$ cat src/rtl/packet_injector.sv
// Source-side mesh network interface: splits a packet request into head/body/tail
// flits and injects them into the router's local port under credit flow control.
`ifndef X_NODES
`define X_NODES 4
`endif
`ifndef Y_NODES
`define Y_NODES 4
`endif

module packet_injector #(
    parameter int X_LOC   = 0,
    parameter int Y_LOC   = 0,
    parameter int DATA_W  = 16,
    parameter int PKT_LEN = 4,
    parameter int CREDITS = 4
) (
    input  logic                            i_clk,
    input  logic                            i_reset,
    input  logic                            i_req_val,
    output logic                            o_req_rdy,
    input  logic [$clog2(`X_NODES)-1:0]     i_req_x_dest,
    input  logic [$clog2(`Y_NODES)-1:0]     i_req_y_dest,
    input  logic [DATA_W*(PKT_LEN-1)-1:0]   i_req_data,
    output logic                            o_req_err,
    output logic                            o_flit_val,
    output logic [1:0]                      o_flit_type,
    output logic [$clog2(`X_NODES)-1:0]     o_flit_x_dest,
    output logic [$clog2(`Y_NODES)-1:0]     o_flit_y_dest,
    output logic [DATA_W-1:0]               o_flit_data,
    input  logic                            i_credit
);

    localparam int XW = $clog2(`X_NODES);
    localparam int YW = $clog2(`Y_NODES);
    localparam int PW = DATA_W * (PKT_LEN - 1);
    localparam int CW = $clog2(CREDITS + 1);
    localparam int IW = $clog2(PKT_LEN);

    localparam logic [1:0]    TYPE_HEAD = 2'b01;
    localparam logic [1:0]    TYPE_BODY = 2'b00;
    localparam logic [1:0]    TYPE_TAIL = 2'b10;
    localparam logic [IW-1:0] LAST_IDX  = IW'(PKT_LEN - 1);
    localparam logic [CW-1:0] FULL_CNT  = CW'(CREDITS);

    typedef enum logic {IDLE, SEND} state_t;

    typedef struct packed {
        logic [XW-1:0] x;
        logic [YW-1:0] y;
        logic [PW-1:0] data;
    } req_t;

    state_t        state, state_d;
    logic [IW-1:0] idx, idx_d;
    logic [CW-1:0] cnt, cnt_d;
    req_t          pkt;
    logic          hs, self_addr, latch, err_d, send, cr_inc;

    // Flit payload by index: slot 0 is the head (no payload), slot k is word k-1.
    logic [PKT_LEN-1:0][DATA_W-1:0] words;

    assign words[0] = '0;
    for (genvar k = 1; k < PKT_LEN; k++) begin : g_words
        assign words[k] = pkt.data[(k-1)*DATA_W +: DATA_W];
    end

    assign o_req_rdy = (state == IDLE) && !i_reset;
    assign hs        = i_req_val && o_req_rdy;
    assign self_addr = (i_req_x_dest == XW'(X_LOC)) && (i_req_y_dest == YW'(Y_LOC));

    always_comb begin
        state_d = state;
        idx_d   = idx;
        latch   = 1'b0;
        err_d   = 1'b0;
        send    = 1'b0;
        case (state)
            IDLE: begin
                if (hs) begin
                    if (self_addr) begin
                        err_d = 1'b1;
                    end else begin
                        latch   = 1'b1;
                        idx_d   = '0;
                        state_d = SEND;
                    end
                end
            end
            SEND: begin
                if (cnt != '0) begin
                    send = 1'b1;
                    if (idx == LAST_IDX) begin
                        idx_d   = '0;
                        state_d = IDLE;
                    end else begin
                        idx_d = idx + IW'(1);
                    end
                end
            end
            default: state_d = IDLE;
        endcase
    end

    // A return at full count is dropped unless a flit leaves in the same cycle.
    assign cr_inc = i_credit && ((cnt != FULL_CNT) || send);
    assign cnt_d  = cnt + CW'(cr_inc) - CW'(send);

    always_ff @(posedge i_clk or posedge i_reset) begin
        if (i_reset) begin
            state         <= IDLE;
            idx           <= '0;
            cnt           <= FULL_CNT;
            pkt           <= '0;
            o_req_err     <= 1'b0;
            o_flit_val    <= 1'b0;
            o_flit_type   <= '0;
            o_flit_x_dest <= '0;
            o_flit_y_dest <= '0;
            o_flit_data   <= '0;
        end else begin
            state      <= state_d;
            idx        <= idx_d;
            cnt        <= cnt_d;
            o_req_err  <= err_d;
            o_flit_val <= send;
            if (latch) begin
                pkt.x    <= i_req_x_dest;
                pkt.y    <= i_req_y_dest;
                pkt.data <= i_req_data;
            end
            if (send) begin
                o_flit_type   <= (idx == '0)       ? TYPE_HEAD :
                                 (idx == LAST_IDX) ? TYPE_TAIL : TYPE_BODY;
                o_flit_x_dest <= pkt.x;
                o_flit_y_dest <= pkt.y;
                o_flit_data   <= words[idx];
            end else begin
                o_flit_type   <= '0;
                o_flit_x_dest <= '0;
                o_flit_y_dest <= '0;
                o_flit_data   <= '0;
            end
        end
    end

endmodule

$ cat config.mk
export PLATFORM = sky130hd
export DESIGN_NAME = packet_injector
export DESIGN_NICKNAME = d
export VERILOG_FILES = /design/src/rtl/packet_injector.sv
export SDC_FILE = /design/constraint.sdc
export NUM_CORES = 1
export LEC_CHECK = 0
export BUFFER_PORTS_ARGS = -buffer_cell sky130_fd_sc_hd__buf_4
export CAP_MARGIN = 20
export CORE_MARGIN = 5
export CORE_UTILIZATION = 50
export CTS_BUF_LIST = sky130_fd_sc_hd__clkbuf_4
export DETAILED_ROUTE_END_ITERATION = 8
export PLACE_DENSITY = 0.84
export SETUP_SLACK_MARGIN = 0.3
export SYNTH_ARGS = -nofsm -noshare
export SYNTH_HDL_FRONTEND = slang
export SYNTH_SLANG_ARGS = --single-unit
$ cat constraint.sdc
create_clock -name i_clk -period 2.91 [get_ports i_clk]
set_input_delay 0.4365 -clock i_clk [delete_from_list [all_inputs] [get_ports i_clk]]
set_output_delay 0.4365 -clock i_clk [all_outputs]
set_load 0.01 [all_outputs]
After elaboration in Yosys (flattened, before gate mapping). Cells that the tools add are included.

Add/sub/neg operators: 3. Order comparisons: 1. Eq/ne operators: 5. Multiplexer cells: 24. Bitwise logic cells: 1. Reductions and logical operators: 11.

Operators with widths (number): binary-select mux 16 bit (select 2 bit) (1); 2-to-1 mux 16 bit (2); 2-to-1 mux 2 bit (9); 2-to-1 mux 1 bit (10); logical NOT 2 bit (3); logical AND 1 bit (4); != test 2 bit, second input constant (2); case mux 2 bit (2 select lines) (1); adder 3 x 1 -> 3 bit (1); < comparator 2 x 3 -> 1 bit, second input constant (1); != test 3 bit, second input constant (1); AND reduction 3 bit (1); nonzero test 3 bit (1); subtractor 3 x 1 -> 3 bit (1); adder 2 x 1 -> 2 bit, second input constant (1); == test 2 bit, second input constant (1); != test 2 x 1 -> 1 bit, second input constant (1); case mux 1 bit (2 select lines) (1); logical NOT 1 bit (1); logical OR 1 bit (1); NOT 1 bit (1).

Register bits after elaboration: 82. Bits of input ports: 56. Output and inout bits: 25. Word-level logic and storage cells: 57.

Longest topological paths before layout. Gate-level depths: netlist of run 1.

Depth after elaboration: 7. Gate-level depth with buffers: 8. Depth with buffers taken out: 8.

Least setup slack after synthesis of run 1. No wires, ideal clock.

Kind: flip-flop to flip-flop. From: register cnt[1]. To: register cnt[2]. Library setup time: 0.075 ns. Arrival time: 2.301 ns. Required time: 2.835 ns. Path slack: 0.534 ns. Stages on the path, launching flop included: 9. Path buffers: 0. Period minus slack after synthesis: 2.376 ns. Path through: dfrtp_1 o31ai_2 clkinv_1 nand2b_1 nand2_1 ha_1 fa_1 xnor2_1 xnor2_1.

Cells in the longest elaborated chain, start to end: 7. Elaborated cells on any way between the ends: 8. Those cells by class: add/sub: 2; eq/ne: 1; mux: 2; reduce/logical: 3.

RTL lines: start: declaration (line 55) `logic [CW-1:0] cnt, cnt_d;`; start signal: assignment (line 123) `cnt <= cnt_d;`; nonzero test 3 bit (*) (line 90) `if (cnt != '0) begin`; 2-to-1 mux 1 bit (*) (line 90); 2-to-1 mux 1 bit (*) (line 77) `case (state)`; net send (line 57) `logic hs, self_addr, latch, err_d, send, cr_inc;`; logical OR 1 bit (line 105) `assign cr_inc = i_credit && ((cnt != FULL_CNT) || send);`; logical AND 1 bit (line 105); adder 3 x 1 -> 3 bit (line 106) `assign cnt_d = cnt + CW'(cr_inc) - CW'(send);`; subtractor 3 x 1 -> 3 bit (*) (line 106); net cnt_d[2] (line 55).

Mark *: on every way through the listed nets, which the timed path passes. The rest lies on a longest branch. A chain may end at the register's enable or synchronous reset.

Worst setup path after layout of run 1. Ends and elaborated chain as after synthesis.

==> impl_metrics.prom, run 1 <==
# TYPE chip_impl_metric gauge
chip_impl_info{name="run_status",value="finished, final reports clean"} 1
chip_impl_metric{name="cap_violations",unit=""} 0
chip_impl_metric{name="initial_utilization",unit=""} 0.5062
chip_impl_info{name="synth_top_flop_cell",value="dfrtp_1"} 1
chip_impl_metric{name="seq_power_share",unit=""} 0.468
chip_impl_metric{name="max-slew-margin-rel",unit=""} 0.3910
chip_impl_metric{name="fill_cells",unit=""} 528
chip_impl_info{name="worstPathCellList",value="o31ai_4 -> clkinv_1 -> nand2b_1 -> nand2_1 -> ha_1 -> fa_1 -> xnor2_1 -> xnor2_1"} 1
chip_impl_metric{name="grt_first_pass_wirelength",unit="um"} 11070
chip_impl_metric{name="synthesis.yosys.warnings",unit=""} 0
chip_impl_info{name="cts_tree",value="done"} 1
chip_impl_metric{name="die_height",unit="um"} 92.25
chip_impl_metric{name="ys_async_sr_fraction",unit=""} 1.000
chip_impl_metric{name="data_arrival_critical_path",unit="ns"} 2.54
chip_impl_metric{name="antenna_violations_before_repair",unit=""} 0
chip_impl_metric{name="cts_buffer_depth",unit=""} 2
chip_impl_metric{name="globalRouteTotalUtil",unit=""} 0.1670
chip_impl_metric{name="num-nets-final",unit=""} 378
chip_impl_metric{name="io_buffers",unit=""} 80
chip_impl_info{name="critical_path.startpoint_type",value="register"} 1
chip_impl_metric{name="route.detailed.wl_per_inst",unit="um"} 16.47
chip_impl_metric{name="worst_ir_drop_vdd",unit="V"} 0.0005178
chip_impl_info{name="worstSetupEndpointType",value="register"} 1
chip_impl_metric{name="p_switching",unit="mW"} 1.388
chip_impl_info{name="worstSetupPathType",value="reg -> reg"} 1
chip_impl_metric{name="number_of_antenna_repair_diodes",unit=""} 0
chip_impl_metric{name="timing.critical_path.required",unit="ns"} 3.25
chip_impl_metric{name="p_leak",unit="nW"} 2.003
chip_impl_metric{name="postSynthNetCount",unit=""} 294
chip_impl_metric{name="numCtsBuffers",unit=""} 9
chip_impl_metric{name="drt_pass1_iterations",unit=""} 4
chip_impl_metric{name="timing.final.hold_violations",unit=""} 0
chip_impl_metric{name="grt_start_max_net_pins",unit=""} 56
chip_impl_metric{name="buf_inv_stages_crit_path",unit=""} 1
chip_impl_info{name="cell_type_contributing_the_most_total_cell_area_after_synthesis",value="dfrtp_1"} 1
chip_impl_metric{name="postRouteWirelength",unit="um"} 6619
chip_impl_metric{name="finalClockSkew",unit="ns"} 0.01476
chip_impl_metric{name="design_power_total",unit="mW"} 4.384
chip_impl_metric{name="cts_hold_fix_bufs",unit=""} 0
chip_impl_metric{name="power.share.combinational",unit=""} 0.370
chip_impl_metric{name="place_area",unit="sq mm"} 0.004050
chip_impl_metric{name="synth_top_cell_area_share",unit=""} 0.5993
chip_impl_metric{name="finalSetupViolations",unit=""} 0
chip_impl_metric{name="die_width",unit="um"} 92.25
chip_impl_metric{name="cts_htree_levels",unit=""} 3
chip_impl_info{name="synth_top_cells_by_area",value="dfrtp_1 (60%), mux2_2 (18%), mux2_4 (4.0%)"} 1
chip_impl_metric{name="area_delta_synth_final",unit="%"} 24.23
chip_impl_metric{name="hpwl",unit="um"} 4590
chip_impl_metric{name="postSynthRegisterBits",unit=""} 82
chip_impl_metric{name="min_period_over_period",unit=""} 0.7575
chip_impl_metric{name="number_of_global_route_vias_before_repair",unit=""} 2287
chip_impl_metric{name="switching_share",unit=""} 0.3165
chip_impl_info{name="grt_setup_unrepaired",value="false"} 1
chip_impl_metric{name="layout-drive-gt1-share",unit=""} 0.5311
chip_impl_metric{name="clk_pin_slew",unit="ns"} 0.12
chip_impl_metric{name="avgSynthCellArea",unit="sq um"} 14.51
chip_impl_info{name="cts.root.buffer_cell",value="clkbuf_4"} 1
chip_impl_info{name="cp_common_cell",value="xnor2_1"} 1
chip_impl_metric{name="fin_tns_setup",unit="ns"} 0
chip_impl_metric{name="ff_latch_area",unit="sq mm"} 0.002053
chip_impl_metric{name="syn_inst_count",unit=""} 233
chip_impl_metric{name="maximum_clock_frequency",unit="GHz"} 0.4537
chip_impl_metric{name="final_design_instance_area_without_fill",unit="sq mm"} 0.004202
chip_impl_metric{name="netlist-cell-type-count",unit=""} 32
chip_impl_metric{name="grt_remaining_overflow",unit=""} 0
chip_impl_metric{name="rows",unit=""} 30
chip_impl_metric{name="multi_input_comb_area",unit="sq mm"} 0.001235
chip_impl_metric{name="num_io_pins",unit=""} 81
chip_impl_metric{name="routed_via_density",unit=""} 5.219
chip_impl_metric{name="drc",unit=""} 0
chip_impl_metric{name="synth_enable_flop_cells",unit=""} 0
chip_impl_metric{name="crit_path_max_fanout",unit=""} 10
chip_impl_metric{name="mappedNetlistArea",unit="sq mm"} 0.003382
chip_impl_metric{name="final.min_clock_period",unit="ns"} 2.204
chip_impl_metric{name="report.final.slew_viol_count",unit=""} 0
chip_impl_info{name="path_class_of_the_lowest_slack_min_delay_path",value="in -> async"} 1
chip_impl_metric{name="clkLatencyLatePin",unit="ns"} 0.41
chip_impl_metric{name="worst-slew-pin-transition",unit="ns"} 0.9125
chip_impl_metric{name="cts.sink_count",unit=""} 82
chip_impl_metric{name="die_area",unit="sq mm"} 0.008509
chip_impl_info{name="synth.most_common_cell",value="dfrtp_1"} 1
chip_impl_metric{name="coreArea",unit="sq mm"} 0.006681
chip_impl_metric{name="drtIter0Drc",unit=""} 66
chip_impl_info{name="worst_path_max_delay_cell",value="dfrtp_1"} 1
chip_impl_metric{name="critical-path-max-stage-delay",unit="ns"} 0.48
chip_impl_metric{name="via_count",unit=""} 2098
chip_impl_metric{name="gp_routability_congestion",unit=""} 0.7236
chip_impl_metric{name="power_density",unit="mW/mm^2"} 1043
chip_impl_metric{name="share_clk_of_total_power",unit=""} 0.162
chip_impl_metric{name="internal_cell_power",unit="mW"} 2.997
chip_impl_metric{name="cts_setup_buffers",unit=""} 0
chip_impl_metric{name="postCtsResizedCells",unit=""} 0
chip_impl_info{name="cpLargestDelayFamily",value="adder cells"} 1
chip_impl_info{name="synth_commonest_cells",value="dfrtp_1 (81), mux2_2 (55), nor2_1 (16), a22oi_1 (15), mux2_4 (9)"} 1
chip_impl_metric{name="synth_seq_area_share",unit=""} 0.6071
chip_impl_metric{name="route.antenna.remaining_nets",unit=""} 0
==> registers in the layout, summed over array words and instances (netlist names) <==
register and cells:
idx 2, state 1, o_flit_y_dest 2, pkt 52
o_req_err 1, cnt 3, o_flit_data 16, o_flit_val 1
o_flit_type 2, o_flit_x_dest 2
==> worst paths after layout <==
kind / start / cells past startpoint / endpoint / slack (ns)
setup / recovery: cnt[1]$_DFF_PP0_ / 8 / cnt[2]$_DFF_PP1_ / 0.71
hold / removal: i_reset / 2 / cnt[1]$_DFF_PP0_ / 0.20
setup reg to reg: cnt[1]$_DFF_PP0_ / 8 / cnt[2]$_DFF_PP1_ / 0.71
hold reg to reg: pkt[48]$_DFFE_PP0P_ / 1 / o_flit_y_dest[0]$_DFF_PP0_ / 0.50
max in group asynchronous: i_reset / 3 / pkt[17]$_DFFE_PP0P_ / 1.97
min in group i_clk: i_req_data[44] / 2 / pkt[44]$_DFFE_PP0P_ / 0.25
==> routing by layer <==
metal  vias to the layer above  share of wire  GRT usage
li1                        989              -          -
met1                      1041           0.43     0.2123
met2                        58           0.47     0.2640
met3                        10          0.075    0.05742
met4                         0          0.019    0.06312
met5                         -              0          0
==> cell families (layout without fill, tap and decap cells) <==
group                    count (synthesis)  count (layout)  share of synthesized area
flip-flops                              82              82                     0.6071
AO/OA/AOI/OAI                           26              26                    0.05993
XOR/XNOR                                 2               2                   0.005180
AND/OR/NAND/NOR                         36              36                    0.05364
buffers and inverters                   18             107                    0.03033
adder cells (fa/ha/maj)                  5               5                    0.02072
multiplexers                            64              64                     0.2231
==> stage by stage <==
step	hold WS, ns	worst slack (ns)	cells	util
after floorplan	0.4545	0.3667	233	-
after global placement	0.4751	0.7773	386	0.6062
after detailed placement	0.4725	0.7042	386	0.6062
after CTS	0.2141	0.6718	402	0.6288
after global routing	0.2183	0.5726	402	0.6288
final	0.2044	0.7057	402	0.6288
==> placed cells by master (no fill, tap or decap), types with 2 or more instances in the layout <==
master,Yosys,final
mux2_4,9,9
a22o_1,4,4
nand2_1,6,6
xnor2_1,2,2
inv_1,5,4
ha_1,4,4
clkinv_2,0,5
o31ai_1,2,2
clkinv_1,1,2
clkbuf_4,0,9
a22oi_1,15,15
mux2_2,55,55
and2_1,6,6
buf_4,0,85
nor2_1,16,16
bufinv_16,0,2
dfrtp_1,81,81
nor2b_1,2,2
==> cell type report <==
cell class              count  share of cell area
repair buffers             85              0.1519
multi-input cells         133              0.2939
flip-flops and latches     82              0.4887
clock buffers               9             0.01608
well taps                  80             0.02382
clock inverters             7             0.01995
inverters                   6            0.005658
==> power by group through the flow <==
stage	Clock [mW]	Combinational [mW]	Sequential [mW]
final	0.710	1.62	2.05
after CTS	0.730	1.66	2.05
after floorplan	0	1.11	2.00
after global placement	0	1.59	2.05
after detailed placement	0	1.65	2.08
after global routing	0.779	1.79	2.13
==> worst register-to-register path, cell delays in order, from the launching register on <==
cell      delay [ns]
dfrtp_1         0.48
o31ai_4         0.25
clkinv_1        0.24
nand2b_1        0.19
nand2_1         0.07
ha_1            0.20
fa_1            0.38
xnor2_1         0.19
xnor2_1         0.15
Note: power is estimated with default switching activity, not from simulation.
==> run 2, diff against run 1 <==
--- a/config.mk
+++ b/config.mk
@@ -11,7 +11,7 @@
 export CORE_UTILIZATION = 50
 export CTS_BUF_LIST = sky130_fd_sc_hd__clkbuf_4
 export DETAILED_ROUTE_END_ITERATION = 8
-export PLACE_DENSITY = 0.84
+export PLACE_DENSITY = 0.87
 export SETUP_SLACK_MARGIN = 0.3
 export SYNTH_ARGS = -nofsm -noshare
 export SYNTH_HDL_FRONTEND = slang
==> constraint.sdc (replaced) <==
create_clock -name i_clk -period 1.8 [get_ports i_clk]
set_input_delay 0.27 -clock i_clk [delete_from_list [all_inputs] [get_ports i_clk]]
set_output_delay 0.27 -clock i_clk [all_outputs]
set_load 0.01 [all_outputs]
==> impl_metrics.prom, run 2 (same netlist as run 1, synthesis figures left out) <==
# TYPE chip_impl_metric gauge
chip_impl_metric{name="routed_via_density",unit=""} 5.268
chip_impl_metric{name="via_count",unit=""} 2260
chip_impl_info{name="worstSetupPathType",value="reg -> reg"} 1
chip_impl_metric{name="initial_utilization",unit=""} 0.5062
chip_impl_metric{name="worst-slew-pin-transition",unit="ns"} 0.5325
chip_impl_info{name="grt_most_used_layer",value="met2"} 1
chip_impl_info{name="largest_registers",value="pkt x52, o_flit_data x16, cnt x3"} 1
chip_impl_metric{name="globalRouteTotalUtil",unit=""} 0.1999
chip_impl_metric{name="cap_violations",unit=""} 0
chip_impl_info{name="critical_path.startpoint_type",value="register"} 1
chip_impl_metric{name="cts_htree_levels",unit=""} 3
chip_impl_metric{name="power_density",unit="mW/mm^2"} 1679
chip_impl_info{name="regMostFlops",value="pkt"} 1
chip_impl_metric{name="finish.utilization",unit=""} 0.7215
chip_impl_info{name="run_status",value="finished, violations left"} 1
chip_impl_metric{name="report.final.slew_viol_count",unit=""} 0
chip_impl_metric{name="io_buffers",unit=""} 80
chip_impl_metric{name="max-slew-margin-rel",unit=""} 0.6442
chip_impl_metric{name="route.antenna.remaining_nets",unit=""} 0
chip_impl_metric{name="largest_reg_flops",unit=""} 52
chip_impl_info{name="path_class_of_the_lowest_slack_min_delay_path",value="in -> reg"} 1
chip_impl_info{name="grt_setup_unrepaired",value="true"} 1
chip_impl_metric{name="hold-worst-slack",unit="ns"} 0.04245
chip_impl_metric{name="post_layout_nonfiller_instances",unit=""} 429
chip_impl_metric{name="rows",unit=""} 30
chip_impl_metric{name="grt_remaining_overflow",unit=""} 0
chip_impl_metric{name="final_design_instance_area_without_fill",unit="sq mm"} 0.004821
chip_impl_metric{name="die_height",unit="um"} 92.25
chip_impl_metric{name="antenna_violations_before_repair",unit=""} 0
chip_impl_metric{name="drt_pass1_iterations",unit=""} 4
chip_impl_metric{name="grt_start_max_net_pins",unit=""} 36
chip_impl_metric{name="die_width",unit="um"} 92.25
chip_impl_metric{name="finalSetupViolations",unit=""} 1
chip_impl_metric{name="coreArea",unit="sq mm"} 0.006681
chip_impl_metric{name="maximum_clock_frequency",unit="GHz"} 0.5405
chip_impl_metric{name="worst_ir_drop_vdd",unit="V"} 0.0008859
chip_impl_metric{name="grt_use_met3",unit=""} 0.05989
chip_impl_info{name="cts_tree",value="done"} 1
chip_impl_metric{name="clkLatencyLatePin",unit="ns"} 0.44
chip_impl_info{name="mostFrequentLayoutCell",value="buf_4"} 1
chip_impl_metric{name="postRouteWirelength",unit="um"} 8077
chip_impl_metric{name="number_of_global_route_vias_before_repair",unit=""} 2518
chip_impl_metric{name="data_arrival_critical_path",unit="ns"} 2.22
chip_impl_metric{name="timing.final.ws_setup",unit="ns"} -0.05009
chip_impl_metric{name="num_io_pins",unit=""} 81
chip_impl_metric{name="grt_first_pass_wirelength",unit="um"} 12940
chip_impl_metric{name="groute.layer.met2.usage",unit=""} 0.3552
chip_impl_metric{name="route.detailed.wl_per_inst",unit="um"} 18.83
chip_impl_metric{name="timing.critical_path.required",unit="ns"} 2.17
chip_impl_metric{name="placement.setup.worst_slack",unit="ns"} -0.1937
chip_impl_metric{name="min_period_over_period",unit=""} 1.028
chip_impl_metric{name="numCtsBuffers",unit=""} 9
chip_impl_metric{name="drtIter0Drc",unit=""} 85
chip_impl_metric{name="layout-drive-gt1-share",unit=""} 0.6017
chip_impl_metric{name="cts_buffer_depth",unit=""} 2
chip_impl_metric{name="place_area",unit="sq mm"} 0.004219
chip_impl_metric{name="finalClockSkew",unit="ns"} 0.01801
chip_impl_metric{name="drc",unit=""} 0
chip_impl_metric{name="clk_pin_slew",unit="ns"} 0.15
chip_impl_info{name="worstSetupEndpointType",value="register"} 1
chip_impl_metric{name="grt_use_met1",unit=""} 0.2357
chip_impl_metric{name="number_of_antenna_repair_diodes",unit=""} 0
chip_impl_metric{name="timing.final.hold_violations",unit=""} 0
chip_impl_info{name="layout.cells.most_common_list",value="buf_4 (91), dfrtp_1 (79), mux2_4 (48), mux2_2 (16)"} 1
chip_impl_metric{name="cts.sink_count",unit=""} 82
chip_impl_metric{name="num-nets-final",unit=""} 405
chip_impl_metric{name="hpwl",unit="um"} 5033
chip_impl_metric{name="final.min_clock_period",unit="ns"} 1.850
chip_impl_metric{name="p_leak",unit="nW"} 2.326
chip_impl_metric{name="placed_cells_incl_taps",unit=""} 396
chip_impl_metric{name="area_delta_synth_final",unit="%"} 42.55
chip_impl_info{name="cts.root.buffer_cell",value="clkbuf_4"} 1
chip_impl_info{name="violations",value="setup timing"} 1
chip_impl_metric{name="crit_path_max_fanout",unit=""} 3
chip_impl_metric{name="gp_routability_congestion",unit=""} 0.7425
chip_impl_metric{name="die_area",unit="sq mm"} 0.008509
## run 2: changes by cell type in the layout (fill, tap and decap cells not counted), moves of 3 or more
cell,change
buf_6,+8
buf_12,+7
mux2_4,+39
buf_16,+3
dlygate4sd3_1,+3
mux2_2,-39
buf_4,+6
clkinvlp_4,+3
## run 2: per-layer routing
layer / part of all wire / vias to the layer above
met3: 0.043 / 7
met5: 0 / -
met2: 0.53 / 54
met1: 0.41 / 1155
met4: 0.010 / 0
li1: - / 1044
## run 2: area by class of cell
class	count	area [sq um]
clock buffer	9	67.56
timing repair buffer	112	1026
multi-input combinational	133	1475
tap	80	100.1
sequential	82	2056
clock inverter	7	68.82
fill	465	1861
inverter	6	27.53
## run 2: repair_timing
item / in CTS / in global routing
hold buffers: 1 / 2
resized for setup: 58 / 8
cloned: 3 / 0
endpoints found under the setup margin: 65 / 54
buffers inserted: 8 / 3
pin swaps: 8 / 3
hold endpoints to repair: 20 / 2
## run 2: worst paths after layout
| kind | start | end | slack [ns] | depth (start not counted) |
|---|---|---|---|---|
| worst min register to register | pkt[48]$_DFFE_PP0P_ | o_flit_y_dest[0]$_DFF_PP0_ | 0.51 | 1 |
| worst max-delay path | cnt[0]$_DFF_PP0_ | cnt[2]$_DFF_PP1_ | -0.05 | 8 |
| worst min-delay path | i_req_data[46] | pkt[46]$_DFFE_PP0P_ | 0.04 | 2 |
| max in group asynchronous | i_reset | cnt[2]$_DFF_PP1_ | 0.75 | 4 |
| worst max register to register | cnt[0]$_DFF_PP0_ | cnt[2]$_DFF_PP1_ | -0.05 | 8 |
| min in group asynchronous | i_reset | pkt[26]$_DFFE_PP0P_ | 0.48 | 3 |
## run 2: worst max-delay path, cell delays in order, from the launching register on
cell and delay [ns]:
dfrtp_2 0.46, o31ai_4 0.27, clkinv_2 0.12, nand2b_4 0.10, nand2_4 0.05, ha_4 0.16, fa_2 0.35, xnor2_2 0.14
xnor2_1 0.14
## run 2: report_power, final
part / leakage (nW) / total [mW] / internal (mW) / switching [mW]
logic: 1.25 / 3.72 / 2.23 / 1.49
registers: 1.01 / 3.29 / 2.75 / 0.536
clock network: 0.0721 / 1.09 / 0.421 / 0.668
total: 2.33 / 8.10 / 5.40 / 2.69
## run 2: through the flow
step	setup TNS, ns	total power, mW
finish	-0.05009	8.096
global route	-0.1414	8.550
CTS	-0.03790	7.928
detailed placement	-0.2418	6.264
global placement	-0.1004	6.080
floorplan	-0.3530	5.139
==> run 3, diff against run 2 <==
==> constraint.sdc (replaced) <==
create_clock -name i_clk -period 1.7 [get_ports i_clk]
set_input_delay 0.255 -clock i_clk [delete_from_list [all_inputs] [get_ports i_clk]]
set_output_delay 0.255 -clock i_clk [all_outputs]
set_load 0.01 [all_outputs]
==> impl_metrics.prom, run 3 (same netlist as run 1, synthesis figures left out) <==
# TYPE chip_impl_metric gauge
chip_impl_info{name="regMostFlops",value="pkt"} 1
chip_impl_metric{name="grt_start_max_net_pins",unit=""} 34
chip_impl_metric{name="route.detailed.wl_per_inst",unit="um"} 19.85
chip_impl_info{name="violations",value="setup timing"} 1
chip_impl_metric{name="clkLatencyLatePin",unit="ns"} 0.43
chip_impl_metric{name="antenna_violations_before_repair",unit=""} 0
chip_impl_info{name="critical_path.startpoint_type",value="register"} 1
chip_impl_info{name="worstSetupEndpointType",value="register"} 1
chip_impl_info{name="path_class_of_the_lowest_slack_min_delay_path",value="in -> reg"} 1
chip_impl_metric{name="seq_power_share",unit=""} 0.391
chip_impl_metric{name="drc",unit=""} 0
chip_impl_metric{name="via_count",unit=""} 2332
chip_impl_metric{name="switching_share",unit=""} 0.3270
chip_impl_metric{name="internal_cell_power",unit="mW"} 6.060
chip_impl_info{name="whs_endpoint",value="pkt[47]$_DFFE_PP0P_"} 1
chip_impl_metric{name="layout-drive-gt1-share",unit=""} 0.6271
chip_impl_metric{name="num_io_pins",unit=""} 81
chip_impl_metric{name="globalRouteTotalUtil",unit=""} 0.1930
chip_impl_metric{name="die_area",unit="sq mm"} 0.008509
chip_impl_metric{name="routed-wl-met3",unit="um"} 357
chip_impl_metric{name="rows",unit=""} 30
chip_impl_metric{name="timing.final.hold_violations",unit=""} 0
chip_impl_metric{name="data_arrival_critical_path",unit="ns"} 2.25
chip_impl_metric{name="gp_routability_congestion",unit=""} 0.7452
chip_impl_metric{name="postRouteWirelength",unit="um"} 8614
chip_impl_info{name="run_status",value="finished, violations left"} 1
chip_impl_metric{name="hold_depth",unit=""} 2
chip_impl_metric{name="die_width",unit="um"} 92.25
chip_impl_info{name="layout.cells.most_common_list",value="buf_4 (101), dfrtp_1 (76), mux2_4 (48), mux2_2 (16)"} 1
chip_impl_metric{name="power_density",unit="mW/mm^2"} 1846
chip_impl_metric{name="maximum_clock_frequency",unit="GHz"} 0.5316
chip_impl_metric{name="finalSetupViolations",unit=""} 9
chip_impl_metric{name="p_leak",unit="nW"} 2.361
chip_impl_metric{name="number_of_global_route_vias_before_repair",unit=""} 2558
chip_impl_metric{name="crit_path_max_fanout",unit=""} 3
chip_impl_metric{name="timing.critical_path.required",unit="ns"} 2.07
chip_impl_metric{name="coreArea",unit="sq mm"} 0.006681
chip_impl_metric{name="max-slew-margin-rel",unit=""} 0.6684
chip_impl_metric{name="cts_htree_levels",unit=""} 3
chip_impl_metric{name="number_of_antenna_repair_diodes",unit=""} 0
chip_impl_metric{name="power.share.combinational",unit=""} 0.466
chip_impl_info{name="min_from",value="i_req_data[47]"} 1
chip_impl_metric{name="worst_ir_drop_vdd",unit="V"} 0.001033
chip_impl_info{name="regToRegStartpoint",value="cnt[2]$_DFF_PP1_"} 1
chip_impl_info{name="grt_setup_unrepaired",value="true"} 1
chip_impl_metric{name="finalClockSkew",unit="ns"} 0.01360
chip_impl_info{name="worstPathCellList",value="inv_2 -> o311ai_4 -> nand2_4 -> ha_4 -> fa_2 -> xnor2_2 -> xnor2_1"} 1
chip_impl_info{name="largest_registers",value="pkt x52, o_flit_data x16, cnt x3"} 1
chip_impl_info{name="regToRegEndpoint",value="cnt[2]$_DFF_PP1_"} 1
chip_impl_info{name="worst_path_max_delay_cell",value="dfstp_2"} 1
chip_impl_metric{name="area_delta_synth_final",unit="%"} 44.21
chip_impl_info{name="cts.root.buffer_cell",value="clkbuf_4"} 1
chip_impl_metric{name="worst-slew-pin-transition",unit="ns"} 0.4963
chip_impl_metric{name="drt_pass1_iterations",unit=""} 4
chip_impl_metric{name="route.antenna.remaining_nets",unit=""} 0
chip_impl_metric{name="numCtsBuffers",unit=""} 9
chip_impl_metric{name="drtIter0Drc",unit=""} 81
chip_impl_metric{name="place_area",unit="sq mm"} 0.004239
chip_impl_info{name="dr.max_layer_used",value="met4"} 1
chip_impl_metric{name="share_clk_of_total_power",unit=""} 0.143
chip_impl_metric{name="report.final.slew_viol_count",unit=""} 0
chip_impl_metric{name="dr_wl_met2",unit="um"} 4638
chip_impl_metric{name="clk_pin_slew",unit="ns"} 0.13
chip_impl_metric{name="largest_reg_flops",unit=""} 52
chip_impl_metric{name="cap_violations",unit=""} 0
chip_impl_metric{name="timing.final.ws_setup",unit="ns"} -0.1813
chip_impl_metric{name="min_period_over_period",unit=""} 1.107
chip_impl_metric{name="grt_remaining_overflow",unit=""} 0
chip_impl_metric{name="cts_buffer_depth",unit=""} 2
chip_impl_metric{name="hpwl",unit="um"} 5182
chip_impl_metric{name="p_switching",unit="mW"} 2.944
chip_impl_metric{name="num-nets-final",unit=""} 411
chip_impl_info{name="worstSetupPathType",value="reg -> reg"} 1
chip_impl_metric{name="routed_via_density",unit=""} 5.373
chip_impl_metric{name="initial_utilization",unit=""} 0.5062
chip_impl_metric{name="final.min_clock_period",unit="ns"} 1.881
chip_impl_info{name="cts_tree",value="done"} 1
chip_impl_metric{name="die_height",unit="um"} 92.25
chip_impl_metric{name="final_design_instance_area_without_fill",unit="sq mm"} 0.004877
chip_impl_metric{name="design_power_total",unit="mW"} 9.004
chip_impl_metric{name="critical-path-max-stage-delay",unit="ns"} 0.60
chip_impl_metric{name="grt_first_pass_wirelength",unit="um"} 12570
chip_impl_metric{name="cts.sink_count",unit=""} 82
chip_impl_metric{name="r2r_slack",unit="ns"} -0.18
chip_impl_info{name="mostFrequentLayoutCell",value="buf_4"} 1
chip_impl_metric{name="met1Wirelength",unit="um"} 3485
chip_impl_metric{name="io_buffers",unit=""} 80
chip_impl_metric{name="reg2regPathDepth",unit=""} 7
-- run 3: cell count changes in the layout (fill, tap and decap cells not counted), moves of 3 or more --
cell       delta
dfrtp_2       +3
dfrtp_1       -3
buf_16        -3
clkbuf_16     +4
buf_4        +10
-- run 3: metal layers --
| layer | vias to the layer above | global-route usage |
|---|---|---|
| li1 | 1049 | - |
| met1 | 1203 | 0.2272 |
| met2 | 68 | 0.3382 |
| met3 | 12 | 0.03774 |
| met4 | 0 | 0.09035 |
| met5 | - | 0 |
-- run 3: what timing repair did --
item	4_1_cts	5_1_grt
buffers inserted	6	7
hold buffers	1	0
endpoints found under the setup margin	61	63
resized for setup	54	15
pin swaps	4	8
hold endpoints to repair	19	0
cloned	0	5
-- run 3: worst max-delay path, delay by kind of cell, from the launching register on --
| family | cells | cell delay [ns] |
|---|---|---|
| xor gates and xnor gates | 2 | 0.30 |
| AOI/OAI and AO/OA | 1 | 0.26 |
| DFF | 1 | 0.60 |
| adders and majority gates | 2 | 0.51 |
| buffers and inverters | 1 | 0.07 |
| and+or+nand+nor | 1 | 0.08 |
-- run 3: layout make-up --
type / count / area (sq um)
multi-input combinational: 133 / 1488
clock buffer: 10 / 75.07
clock inverter: 5 / 80.08
inverter: 6 / 27.53
tap: 80 / 100.1
fill: 442 / 1804
timing repair buffer: 118 / 1047
sequential: 82 / 2059
-- run 3: through the flow --
stage | TNS [ns] | hold WS (ns) | util | worst slack, ns | instances
floorplan | -0.8052 | 0.3949 | - | -0.3728 | 233
global placement | -0.2722 | 0.3281 | 0.6345 | -0.2366 | 400
detailed placement | -0.4284 | 0.3300 | 0.6345 | -0.3110 | 400
CTS | -0.1855 | 0.03077 | 0.6948 | -0.1726 | 422
global route | -2.055 | 0.01200 | 0.7300 | -0.2362 | 434
finish | -1.289 | 0.04211 | 0.7300 | -0.1813 | 434
-- run 3: how the worst max path moves through the flow --
stage,to,slack (ns),cells after the start,from
after floorplan,cnt[2]$_DFF_PP1_,-0.37,8,cnt[0]$_DFF_PP0_
after CTS,cnt[2]$_DFF_PP1_,-0.17,8,cnt[0]$_DFF_PP0_
after detailed placement,cnt[2]$_DFF_PP1_,-0.31,7,cnt[2]$_DFF_PP1_
final,cnt[2]$_DFF_PP1_,-0.18,7,cnt[2]$_DFF_PP1_
after global placement,cnt[2]$_DFF_PP1_,-0.24,7,cnt[2]$_DFF_PP1_
after global routing,cnt[2]$_DFF_PP1_,-0.24,8,cnt[1]$_DFF_PP0_
-- run 3: power by group through the flow --
| stage | Sequential (mW) | Clock (mW) | Combinational, mW |
|---|---|---|---|
| 4_1_cts | 3.50 | 1.28 | 3.75 |
| 6_report | 3.52 | 1.28 | 4.19 |
| 3_5_place_dp | 3.50 | 0 | 3.17 |
| 2_1_floorplan | 3.45 | 0 | 1.96 |
| 5_1_grt | 3.61 | 1.40 | 4.48 |
| 3_3_place_gp | 3.44 | 0 | 3.06 |
